### config.mk
export PLATFORM = sky130hd
export DESIGN_NAME = alu_md_unit_flat
export DESIGN_NICKNAME = d
export VERILOG_FILES = /design/src/rtl/alu_md_unit_if.sv /design/src/rtl/alu_md_unit.sv /design/src/flat_wrapper.sv
export SDC_FILE = /design/constraint.sdc
export NUM_CORES = 1
export LEC_CHECK = 0
export CAP_MARGIN = 10
export CORE_MARGIN = 2
export CORE_UTILIZATION = 55
export CTS_CLUSTER_DIAMETER = 30
export CTS_CLUSTER_SIZE = 24
export DETAILED_ROUTE_END_ITERATION = 6
export PLACE_DENSITY = 0.77
export SLEW_MARGIN = 20
export SYNTH_ARGS = -nofsm -noshare
export SYNTH_HDL_FRONTEND = slang
export SYNTH_SLANG_ARGS = --single-unit
### constraint.sdc
create_clock -name clk -period 10.25 [get_ports clk]
set_clock_uncertainty 0.15 [all_clocks]
set_input_delay 2.05 -clock clk [delete_from_list [all_inputs] [get_ports clk]]
set_output_delay 2.05 -clock clk [all_outputs]
set_load 0.005 [all_outputs]
### src/rtl/alu_md_unit_if.sv
// EX-stage ALU / multiply-divide bundle: the pipeline drives the master side, alu_md_unit the slave side.
interface alu_md_unit_if #(
    parameter int WIDTH = 32
);
    logic             issue;
    logic             flush;
    logic [2:0]       alu_op;
    logic [5:0]       funct;
    logic [WIDTH-1:0] a;
    logic [WIDTH-1:0] b;
    logic [WIDTH-1:0] result;
    logic             zero;
    logic             illegal;
    logic             busy;
    logic             stall;
    logic [WIDTH-1:0] hi;
    logic [WIDTH-1:0] lo;

    modport master (
        output issue, flush, alu_op, funct, a, b,
        input  result, zero, illegal, busy, stall, hi, lo
    );

    modport slave (
        input  issue, flush, alu_op, funct, a, b,
        output result, zero, illegal, busy, stall, hi, lo
    );
endinterface

### src/rtl/alu_md_unit.sv
// ALU decode/execute (combinational) plus iterative mult/div engine with HI/LO; mult/div take WIDTH+1 cycles.
// HI/LO-touching instructions raise stall while the engine is busy; plain ALU ops never stall.
module alu_md_unit #(
    parameter int WIDTH = 32,
    parameter int CNT_W = 6
) (
    input  logic           clk,
    input  logic           reset,
    alu_md_unit_if.slave   bus
);
    typedef enum logic [1:0] {S_IDLE, S_RUN, S_FIX} state_t;

    state_t             r_state, w_state_nxt;
    logic [CNT_W-1:0]   r_cnt;
    logic [WIDTH-1:0]   r_hi, r_lo;
    logic [WIDTH-1:0]   r_acc_hi, r_acc_lo, r_opb, r_a_raw;
    logic               r_sign_a, r_sign_b, r_signed, r_div, r_bzero;

    logic [WIDTH-1:0]   w_res;
    logic               w_bad, w_is_md, w_is_hilo, w_is_mthi, w_is_mtlo, w_md_signed, w_md_div;
    logic               w_stall, w_start, w_wr_hi, w_wr_lo, w_busy;
    logic               w_neg_a, w_neg_b;
    logic [WIDTH-1:0]   w_mag_a, w_mag_b;
    logic [WIDTH:0]     w_msum, w_shift;
    logic               w_ge;
    logic [WIDTH-1:0]   w_dsub;
    logic [2*WIDTH-1:0] w_prod, w_prod_fix;
    logic [WIDTH-1:0]   w_quo_fix, w_rem_fix;

    always_comb begin
        w_res       = '0;
        w_bad       = 1'b0;
        w_is_md     = 1'b0;
        w_is_hilo   = 1'b0;
        w_is_mthi   = 1'b0;
        w_is_mtlo   = 1'b0;
        w_md_signed = 1'b0;
        w_md_div    = 1'b0;
        case (bus.alu_op)
            3'b000: w_res = bus.a + bus.b;
            3'b001: w_res = bus.a - bus.b;
            3'b011: w_res = bus.a & bus.b;
            3'b100: w_res = bus.a | bus.b;
            3'b111: w_res = {{(WIDTH-1){1'b0}}, ($signed(bus.a) < $signed(bus.b))};
            3'b010: begin
                case (bus.funct)
                    6'b100000: w_res = bus.a + bus.b;
                    6'b100010: w_res = bus.a - bus.b;
                    6'b100100: w_res = bus.a & bus.b;
                    6'b100101: w_res = bus.a | bus.b;
                    6'b100110: w_res = bus.a ^ bus.b;
                    6'b100111: w_res = ~(bus.a | bus.b);
                    6'b101010: w_res = {{(WIDTH-1){1'b0}}, ($signed(bus.a) < $signed(bus.b))};
                    6'b101011: w_res = {{(WIDTH-1){1'b0}}, (bus.a < bus.b)};
                    6'b010000: begin w_res = r_hi; w_is_hilo = 1'b1; end
                    6'b010010: begin w_res = r_lo; w_is_hilo = 1'b1; end
                    6'b010001: begin w_is_mthi = 1'b1; w_is_hilo = 1'b1; end
                    6'b010011: begin w_is_mtlo = 1'b1; w_is_hilo = 1'b1; end
                    6'b011000: begin w_is_md = 1'b1; w_is_hilo = 1'b1; w_md_signed = 1'b1; end
                    6'b011001: begin w_is_md = 1'b1; w_is_hilo = 1'b1; end
                    6'b011010: begin w_is_md = 1'b1; w_is_hilo = 1'b1; w_md_signed = 1'b1; w_md_div = 1'b1; end
                    6'b011011: begin w_is_md = 1'b1; w_is_hilo = 1'b1; w_md_div = 1'b1; end
                    default:   w_bad = 1'b1;
                endcase
            end
            default: w_bad = 1'b1;
        endcase
    end

    assign w_busy  = (r_state != S_IDLE);
    assign w_stall = bus.issue & w_busy & w_is_hilo;
    assign w_start = bus.issue & w_is_md   & ~w_stall & ~bus.flush;
    assign w_wr_hi = bus.issue & w_is_mthi & ~w_stall & ~bus.flush;
    assign w_wr_lo = bus.issue & w_is_mtlo & ~w_stall & ~bus.flush;

    // The engine works on magnitudes; signs are reapplied in FIX.
    assign w_neg_a = w_md_signed & bus.a[WIDTH-1];
    assign w_neg_b = w_md_signed & bus.b[WIDTH-1];
    assign w_mag_a = w_neg_a ? -bus.a : bus.a;
    assign w_mag_b = w_neg_b ? -bus.b : bus.b;

    assign w_msum  = {1'b0, r_acc_hi} + (r_acc_lo[0] ? {1'b0, r_opb} : '0);
    assign w_shift = {r_acc_hi, r_acc_lo[WIDTH-1]};
    assign w_ge    = (w_shift >= {1'b0, r_opb});
    assign w_dsub  = w_shift[WIDTH-1:0] - r_opb;

    assign w_prod     = {r_acc_hi, r_acc_lo};
    assign w_prod_fix = (r_signed & (r_sign_a ^ r_sign_b)) ? -w_prod : w_prod;
    assign w_quo_fix  = (r_signed & (r_sign_a ^ r_sign_b)) ? -r_acc_lo : r_acc_lo;
    assign w_rem_fix  = (r_signed & r_sign_a) ? -r_acc_hi : r_acc_hi;

    always_comb begin
        w_state_nxt = r_state;
        if (bus.flush) begin
            w_state_nxt = S_IDLE;
        end else begin
            case (r_state)
                S_IDLE:  if (w_start) w_state_nxt = S_RUN;
                S_RUN:   if (r_cnt == '0) w_state_nxt = S_FIX;
                S_FIX:   w_state_nxt = S_IDLE;
                default: w_state_nxt = S_IDLE;
            endcase
        end
    end

    always_ff @(posedge clk) begin
        if (reset) r_state <= S_IDLE;
        else       r_state <= w_state_nxt;
    end

    always_ff @(posedge clk) begin
        if (reset) begin
            r_cnt    <= '0;
            r_hi     <= '0;
            r_lo     <= '0;
            r_acc_hi <= '0;
            r_acc_lo <= '0;
            r_opb    <= '0;
            r_a_raw  <= '0;
            r_sign_a <= 1'b0;
            r_sign_b <= 1'b0;
            r_signed <= 1'b0;
            r_div    <= 1'b0;
            r_bzero  <= 1'b0;
        end else begin
            if (w_start) begin
                r_acc_hi <= '0;
                r_acc_lo <= w_mag_a;
                r_opb    <= w_mag_b;
                r_a_raw  <= bus.a;
                r_sign_a <= bus.a[WIDTH-1];
                r_sign_b <= bus.b[WIDTH-1];
                r_signed <= w_md_signed;
                r_div    <= w_md_div;
                r_bzero  <= (bus.b == '0);
                r_cnt    <= CNT_W'(WIDTH-1);
            end else if (r_state == S_RUN && !bus.flush) begin
                if (r_div) begin
                    r_acc_hi <= w_ge ? w_dsub : w_shift[WIDTH-1:0];
                    r_acc_lo <= {r_acc_lo[WIDTH-2:0], w_ge};
                end else begin
                    r_acc_hi <= w_msum[WIDTH:1];
                    r_acc_lo <= {w_msum[0], r_acc_lo[WIDTH-1:1]};
                end
                if (r_cnt != '0) r_cnt <= r_cnt - CNT_W'(1);
            end

            if (r_state == S_FIX && !bus.flush) begin
                if (!r_div) begin
                    r_hi <= w_prod_fix[2*WIDTH-1:WIDTH];
                    r_lo <= w_prod_fix[WIDTH-1:0];
                end else if (r_bzero) begin
                    r_hi <= r_a_raw;
                    r_lo <= '1;
                end else begin
                    r_hi <= w_rem_fix;
                    r_lo <= w_quo_fix;
                end
            end else begin
                if (w_wr_hi) r_hi <= bus.a;
                if (w_wr_lo) r_lo <= bus.a;
            end
        end
    end

    assign bus.result  = w_res;
    assign bus.zero    = (w_res == '0);
    assign bus.illegal = bus.issue & w_bad;
    assign bus.busy    = w_busy;
    assign bus.stall   = w_stall;
    assign bus.hi      = r_hi;
    assign bus.lo      = r_lo;
endmodule
### src/flat_wrapper.sv
// flat-port wrapper written by rule: the top's interface ports become plain ports
module alu_md_unit_flat 
#(
    parameter int WIDTH = 32,
    parameter int CNT_W = 6
)
  (clk, reset, bus_issue, bus_flush, bus_alu_op, bus_funct, bus_a, bus_b, bus_result, bus_zero, bus_illegal, bus_busy, bus_stall, bus_hi, bus_lo);
  alu_md_unit_if #(.WIDTH(WIDTH)) bus_i ();
  input  logic clk;
  input  logic reset;
  input wire logic [$bits(bus_i.issue)-1:0] bus_issue;
  input wire logic [$bits(bus_i.flush)-1:0] bus_flush;
  input wire logic [$bits(bus_i.alu_op)-1:0] bus_alu_op;
  input wire logic [$bits(bus_i.funct)-1:0] bus_funct;
  input wire logic [$bits(bus_i.a)-1:0] bus_a;
  input wire logic [$bits(bus_i.b)-1:0] bus_b;
  output wire logic [$bits(bus_i.result)-1:0] bus_result;
  output wire logic [$bits(bus_i.zero)-1:0] bus_zero;
  output wire logic [$bits(bus_i.illegal)-1:0] bus_illegal;
  output wire logic [$bits(bus_i.busy)-1:0] bus_busy;
  output wire logic [$bits(bus_i.stall)-1:0] bus_stall;
  output wire logic [$bits(bus_i.hi)-1:0] bus_hi;
  output wire logic [$bits(bus_i.lo)-1:0] bus_lo;
  assign bus_i.issue = bus_issue;
  assign bus_i.flush = bus_flush;
  assign bus_i.alu_op = bus_alu_op;
  assign bus_i.funct = bus_funct;
  assign bus_i.a = bus_a;
  assign bus_i.b = bus_b;
  assign bus_result = bus_i.result;
  assign bus_zero = bus_i.zero;
  assign bus_illegal = bus_i.illegal;
  assign bus_busy = bus_i.busy;
  assign bus_stall = bus_i.stall;
  assign bus_hi = bus_i.hi;
  assign bus_lo = bus_i.lo;
  alu_md_unit #(.WIDTH(WIDTH), .CNT_W(CNT_W)) u_core (.clk(clk), .reset(reset), .bus(bus_i));
endmodule
======== Word level (Yosys, flattened, before mapping) ========
Index checks and enable logic that the tools add are counted.
operators by class
  add/subtract/negate cells ............... 10
  magnitude comparators ................... 3
  equal/unequal tests ..................... 25
  mux-type cells .......................... 41
  bitwise logic cells ..................... 23
  reductions and logical operators ........ 25
operators by type and width
  kind                                                 count
  2-to-1 mux 32 bit                                    18
  one-hot mux 32 bit (10 select lines)                 1
  one-hot mux 32 bit (6 select lines)                  1
  negator 32 bit                                       4
  logical NOT 32 bit                                   2
  less-than comparator 32 bit                          2
  2-to-1 mux 64 bit                                    1
  negator 64 bit                                       1
  subtractor 32 bit                                    2
  equality test 6 x 5 -> 1 bit, second input constant  8
  equality test 6 bit, second input constant           8
  adder 32 x 33 -> 33 bit                              1
  >= comparator 33 x 32 -> 1 bit                       1
  adder 32 bit                                         1
  AND 32 bit                                           1
  inverter 32 bit                                      1
  OR 32 bit                                            1
  bitwise XOR 32 bit                                   1
  AND 1 bit                                            16
  OR reduction 16 bit                                  1
  2-to-1 mux 5 bit                                     3
  2-to-1 mux 1 bit                                     13
  nonzero test 2 bit                                   5
  OR reduction 2 bit                                   4
  22 further kinds                                     30
storage, ports and cells
  register bits ........................... 205
  word-level logic and storage cells ...... 141

======== Longest topological paths before layout ========
  depth after elaboration ................. 10
  depth in mapped cells ................... 17

======== Worst setup path after synthesis ========
OpenSTA, ideal clock, no wires.
  path type ............................... in2out
  start ................................... input port bus_a[0]
  end ..................................... output port bus_zero
  data arrival time ....................... 5.517 ns
  setup slack ............................. 2.533 ns
  cell stages on the path ................. 16
  path through ............................ inv_1 ha_1 inv_1 fa_1 nor2b_1 o311a_1 o221ai_1 nand2_1 a311oi_1 xnor2_1 o2111ai_1 or4_1 nor4b_2 nand4_1 or4_1 nor3_2
on the way
  longest elaborated chain between the ends .. 5
  elaborated cells on any way between the ends .. 11
ends and longest elaborated chain
  item                                                       RTL line            text
  start, declared                                            flat_wrapper.sv:15  input wire logic [$bits(bus_i.a)-1:0] bus_a;
  branches (longest 3 deep; another with subtractor 32 bit)  --
  one-hot mux 32 bit (6 select lines) *                      alu_md_unit.sv:39   case (bus.alu_op)
  logical NOT 32 bit *                                       alu_md_unit.sv:167  assign bus.zero = (w_res == '0);
  end, declared                                              flat_wrapper.sv:18  output wire logic [$bits(bus_i.zero)-1:0] bus_zero;
Every way passes the cells marked *.

======== Final worst setup path ========
  start ................................... input port bus_a[1]
  end ..................................... output port bus_zero
The elaborated chain is that of the path after synthesis.

==> flow_summary.html <==
<table>
<tr><th>Metric</th><th>Value</th></tr>
<tr><th colspan="2">Floorplanning</th></tr>
<tr><td>Starting density of the core</td><td>0.557</td></tr>
<tr><td>Top Ports</td><td>about 180</td></tr>
<tr><td>Overall die width</td><td>approximately 200 um</td></tr>
<tr><td>Floorplan die area</td><td>roughly 42,000 um^2</td></tr>
<tr><td>Core Region</td><td>between 30,000 and 40,000 um^2</td></tr>
<tr><td>DIE HEIGHT</td><td>205 um</td></tr>
<tr><td>Standard-cell row count</td><td>73</td></tr>
<tr><th colspan="2">Synthesis</th></tr>
<tr><td>Mean post-synth cell area</td><td>7.05 um^2</td></tr>
<tr><td>Combined area of all synthesized cells</td><td>~22,000 um^2</td></tr>
<tr><td>Most repeated cell in the gate-level netlist after synthesis</td><td>sky130_fd_sc_hd__nand2_1</td></tr>
<tr><td>Share of the synthesized area in the top cell type</td><td>0.184</td></tr>
<tr><td>Gate Count Post-Synth</td><td>roughly 3.1k</td></tr>
<tr><td>Predominant post-synthesis flop cell</td><td>sky130_fd_sc_hd__dfxtp_1</td></tr>
<tr><td>Cell type with the largest total area after synthesis</td><td>sky130_fd_sc_hd__dfxtp_1</td></tr>
<tr><td>Sequential element share of the synthesized area</td><td>0.184</td></tr>
<tr><td>Ys async rst share</td><td>0</td></tr>
<tr><td>List of most frequent post-synthesis cells</td><td>381 x sky130_fd_sc_hd__nand2_1, 296 x sky130_fd_sc_hd__a21oi_1, 289 x sky130_fd_sc_hd__nor2_1, 216 x sky130_fd_sc_hd__o21ai_0, 204 x sky130_fd_sc_hd__dfxtp_1</td></tr>
<tr><td>Biggest area contributors in the synthesized netlist</td><td>sky130_fd_sc_hd__dfxtp_1 18%, sky130_fd_sc_hd__ha_1 9.3%, sky130_fd_sc_hd__a21oi_1 6.7%, sky130_fd_sc_hd__nand2_1 6.4%, sky130_fd_sc_hd__xnor2_1 4.9%</td></tr>
<tr><td>Total of flip-flops plus latches after synthesis</td><td>around 200</td></tr>
<tr><td>Number of enable-type register cells in the synthesized netlist</td><td>0</td></tr>
<tr><td>Total number of yosys warnings</td><td>0</td></tr>
<tr><td>Synthesized Nets</td><td>between 3k and 4k</td></tr>
<tr><td>Unique masters post-synth</td><td>between 80 and 90</td></tr>
<tr><th colspan="2">Routing</th></tr>
<tr><td>Total wire length after detailed routing</td><td>95,000 um</td></tr>
<tr><td>Count of antenna-violating nets left after detailed routing</td><td>0</td></tr>
<tr><td>Pre-Repair DR Iteration Count</td><td>7</td></tr>
<tr><td>Via-per-instance ratio</td><td>slightly below 7</td></tr>
<tr><td>DRC violations left</td><td>2</td></tr>
<tr><td>Detail-routed net length per standard cell</td><td>25.4 um</td></tr>
<tr><td>DR iter-0 viols</td><td>around 3.9k</td></tr>
<tr><td>Vias post-DR</td><td>roughly 26k</td></tr>
<tr><th colspan="2">Clock tree</th></tr>
<tr><td>CTS H-tree depth</td><td>1</td></tr>
<tr><td>Number of buffers inserted to repair setup after CTS</td><td>0</td></tr>
<tr><td>Clock tree from TritonCTS</td><td>yes</td></tr>
<tr><td>Clock net sink count</td><td>between 200 and 250</td></tr>
<tr><td>CTS root buf</td><td>sky130_fd_sc_hd__clkbuf_16</td></tr>
<tr><td>Cts bufs inserted</td><td>31</td></tr>
<tr><td>Clock network latency to the later pin of the worst-skew pair</td><td>0.59 ns</td></tr>
<tr><td>Clock slew seen by the registers of the worst setup and hold paths</td><td>0.06 ns</td></tr>
<tr><td>Longest Clk Path Bufs</td><td>3</td></tr>
<tr><td>Post-CTS Resized</td><td>0</td></tr>
<tr><td>Cts-stage hold buffer count</td><td>0</td></tr>
<tr><th colspan="2">Finish</th></tr>
<tr><td>Synthesis-to-finish area growth</td><td>14.1%</td></tr>
<tr><td>Post-route non-filler standard cell count</td><td>3,747</td></tr>
<tr><td>Fraction of final layout cells with drive strength greater than 1</td><td>0.0577</td></tr>
<tr><td>Fillers</td><td>~3.5k</td></tr>
<tr><td>Antenna Cells</td><td>0</td></tr>
<tr><td>Final core utilization</td><td>0.636</td></tr>
<tr><td>Net total in the final layout</td><td>3,445</td></tr>
<tr><th colspan="2">Worst hold path</th></tr>
<tr><td>Classification of the worst-slack hold path</td><td>flip-flop to flip-flop</td></tr>
<tr><td>Startpoint of the worst hold path</td><td>u_core.r_opb[31]</td></tr>
<tr><th colspan="2">Power and ir drop</th></tr>
<tr><td>Static leakage</td><td>a little under 10 nW</td></tr>
<tr><td>Reg power frac</td><td>0.328</td></tr>
<tr><td>Clock power frac</td><td>0.448</td></tr>
<tr><td>Maximum vdd ir drop</td><td>between 0.1 and 0.15 mV</td></tr>
<tr><td>Switching part of the total</td><td>0.332</td></tr>
<tr><td>PwrDens</td><td>95.8 nW/um^2</td></tr>
<tr><td>Sw power</td><td>806 uW</td></tr>
<tr><td>Cell internal power dissipation</td><td>1.62 mW</td></tr>
<tr><td>Comb pwr share</td><td>0.225</td></tr>
<tr><th colspan="2">Critical path</th></tr>
<tr><td>Crit path cell chain</td><td>clkdlybuf4s50_1 -&gt; inv_1 -&gt; ha_1 -&gt; a211oi_1 -&gt; o21ai_0 -&gt; a211oi_1 -&gt; o31a_1 -&gt; a311oi_1 -&gt; nand2_1 -&gt; o2111ai_1 -&gt; or4_1 -&gt; nor4b_2 -&gt; nand4_1 -&gt; or4_1 -&gt; nor3_2 -&gt; clkdlybuf4s50_1</td></tr>
<tr><td>Capture instance of the worst register-to-register path</td><td>u_core.r_acc_hi[28]</td></tr>
<tr><td>Required time of the critical path</td><td>roughly 8.1 ns</td></tr>
<tr><td>Largest fanout on the critical path</td><td>11</td></tr>
<tr><td>Arrival time of the worst setup path</td><td>around 7.5 ns</td></tr>
<tr><td>Worst reg2reg path depth</td><td>15</td></tr>
<tr><td>Launch point of the worst path</td><td>bus_a[1]</td></tr>
<tr><td>CP startpoint kind</td><td>input port</td></tr>
<tr><td>CP endpoint kind</td><td>output pin</td></tr>
<tr><td>Destination of the critical timing path</td><td>bus_zero</td></tr>
<tr><td>Standard cell with the maximum stage delay on the critical path</td><td>sky130_fd_sc_hd__clkdlybuf4s50_1</td></tr>
<tr><td>Register-to-register setup slack</td><td>slightly below 5 ns</td></tr>
<tr><td>CP Class</td><td>input port to output pin</td></tr>
<tr><td>Reg-to-reg critical path startpoint</td><td>u_core.r_acc_lo[0]</td></tr>
<tr><td>Slowest stage delay, CP</td><td>roughly 0.86 ns</td></tr>
<tr><th colspan="2">Timing</th></tr>
<tr><td>Tightest Pin Transition</td><td>roughly 1.2 ns</td></tr>
<tr><td>Unrepaired setup endpoints after global routing</td><td>no</td></tr>
<tr><td>FMAX</td><td>just over 100 MHz</td></tr>
<tr><td>Max Transition Viols Final</td><td>0</td></tr>
<tr><td>Share of the clock period used by the worst path after layout</td><td>0.943</td></tr>
<tr><td>Time the final worst path needs with I/O delays and setup</td><td>~9.7 ns</td></tr>
<tr><td>Summed negative setup slack over all endpoints</td><td>0 ns</td></tr>
<tr><td>Number of endpoints failing setup at the final stage</td><td>0</td></tr>
<tr><td>Tightest slew margin relative to the limit</td><td>0.227</td></tr>
<tr><td>Final hold violations</td><td>0</td></tr>
<tr><th colspan="2">GRT</th></tr>
<tr><td>Wire length of the first global-routing pass</td><td>approximately 140,000 um</td></tr>
<tr><td>Initial antenna violation count</td><td>3</td></tr>
<tr><td>Grt ovf</td><td>0</td></tr>
<tr><td>Total Routing Usage GR</td><td>0.435</td></tr>
<tr><td>Largest net degree at the start of global routing</td><td>between 100 and 150</td></tr>
<tr><td>Number of global-route vias before repair</td><td>roughly 24k</td></tr>
<tr><th colspan="2">Flow run</th></tr>
<tr><td>Max-capacitance violation count</td><td>0</td></tr>
<tr><th colspan="2">Placement</th></tr>
<tr><td>Placer's final routability congestion estimate</td><td>1.07</td></tr>
<tr><td>Instance count after placement with tap cells included</td><td>about 3.7k</td></tr>
<tr><td>DP HPWL</td><td>about 72,000 um</td></tr>
<tr><td>IO Port Bufs</td><td>176</td></tr>
<tr><th colspan="2">Run status</th></tr>
<tr><td>Violated checks</td><td>design-rule violations</td></tr>
<tr><td>Result of the run</td><td>finished, violations left</td></tr>
</table>
[worst min path at each step]
stage | end | cells after the start
final | u_core.r_opb[31] | 2
after floorplan | u_core.r_a_raw[27] | 2
after global placement | u_core.r_a_raw[24] | 2
after CTS | u_core.r_a_raw[18] | 2
after detailed placement | u_core.r_a_raw[14] | 2
after global routing | u_core.r_a_raw[18] | 2
[cell usage in the layout, fill, tap and decap left out, types with 19 or more instances in the layout]
master,netlist,routed
sky130_fd_sc_hd__nand2_1,381,380
sky130_fd_sc_hd__a21oi_1,296,296
sky130_fd_sc_hd__nor2_1,289,287
sky130_fd_sc_hd__o21ai_0,216,216
sky130_fd_sc_hd__dfxtp_1,204,203
sky130_fd_sc_hd__clkdlybuf4s50_1,0,175
sky130_fd_sc_hd__ha_1,165,165
sky130_fd_sc_hd__inv_1,154,153
sky130_fd_sc_hd__xnor2_1,124,124
sky130_fd_sc_hd__a211oi_1,89,88
sky130_fd_sc_hd__mux2i_1,81,81
sky130_fd_sc_hd__nor3_1,75,73
sky130_fd_sc_hd__buf_4,2,62
sky130_fd_sc_hd__a221oi_1,59,59
sky130_fd_sc_hd__nand3_1,54,54
sky130_fd_sc_hd__xor2_1,49,49
sky130_fd_sc_hd__a21o_1,45,45
sky130_fd_sc_hd__o211ai_1,43,43
sky130_fd_sc_hd__nand2b_1,35,35
sky130_fd_sc_hd__a311oi_1,35,35
sky130_fd_sc_hd__a31oi_1,32,32
sky130_fd_sc_hd__clkbuf_16,0,32
sky130_fd_sc_hd__or3_1,31,31
sky130_fd_sc_hd__o31ai_1,31,30
sky130_fd_sc_hd__nor4_1,29,28
sky130_fd_sc_hd__and3_1,28,28
sky130_fd_sc_hd__o221ai_1,26,26
sky130_fd_sc_hd__nor2b_1,26,25
sky130_fd_sc_hd__nand4_1,22,22
sky130_fd_sc_hd__o21bai_1,21,21
sky130_fd_sc_hd__o21a_1,19,19
[per-layer routing]
layer	global-route usage	wire length [um]	up-vias
li1	-	-	11700
met1	0.581	37800	12100
met2	0.664	40200	1852
met3	0.0994	12100	307
met4	0.202	4850	4
met5	0	21	-
[power by group through the flow]
stage / clock network [mW] / logic, mW / registers, mW
after floorplan: 0 / 0.296 / 0.812
after global placement: 0 / 0.520 / 0.812
after detailed placement: 0 / 0.518 / 0.812
after CTS: 1.08 / 0.522 / 0.795
after global routing: 1.12 / 0.574 / 0.794
final: 1.09 / 0.545 / 0.795
[registers in the layout (all words and copies together) (netlist names)]
| name | cells |
|---|---|
| u_core.r_sign_b | 1 |
| u_core.r_a_raw | 31 |
| u_core.bus.lo | 32 |
| u_core.r_acc_hi | 32 |
| u_core.r_state | 2 |
| u_core.r_div | 1 |
| u_core.r_cnt | 6 |
| u_core.r_bzero | 1 |
| u_core.r_signed | 1 |
| u_core.r_sign_a | 1 |
| u_core.r_acc_lo | 32 |
| u_core.r_opb | 32 |
| u_core.bus.hi | 32 |
[stage by stage]
step / total power [mW] / cell area [um^2] / setup slack [ns] / hold WS (ns)
final: 2.43 / 25300 / 0.584 / 0.303
after global routing: 2.48 / 25300 / 0.334 / 0.317
after CTS: 2.40 / 25300 / 0.713 / 0.302
after detailed placement: 1.33 / 24300 / 0.735 / 0.294
after global placement: 1.33 / 24300 / 0.776 / 0.290
after floorplan: 1.11 / 22200 / 2.53 / 0.278
[logic make-up after synthesis]
family,Yosys count,share of synthesized area
simple gates,1064,0.224
buf+inv,376,0.0663
xor+xnor,173,0.0683
compound gates,1077,0.323
mux,85,0.0386
fa+ha+maj,169,0.0966
flops,204,0.184
[area by class of cell]
cell class,instances,area (um^2),share of cell area
sequential,204,4090,0.161
clock buffer,33,815,0.0322
timing repair buffer,238,2240,0.0883
multi-input combinational,2568,16700,0.660
inverter,156,586,0.0231
clock inverter,23,240,0.00948
tap,525,657,0.0259
[critical path: cells and delay by family]
family	cells	cell delay, ns
fa+ha+maj	1	0.40
simple gates	6	1.66
compound gates	6	1.83
buf+inv	3	1.55
Power figures use the tool's default switching activity.
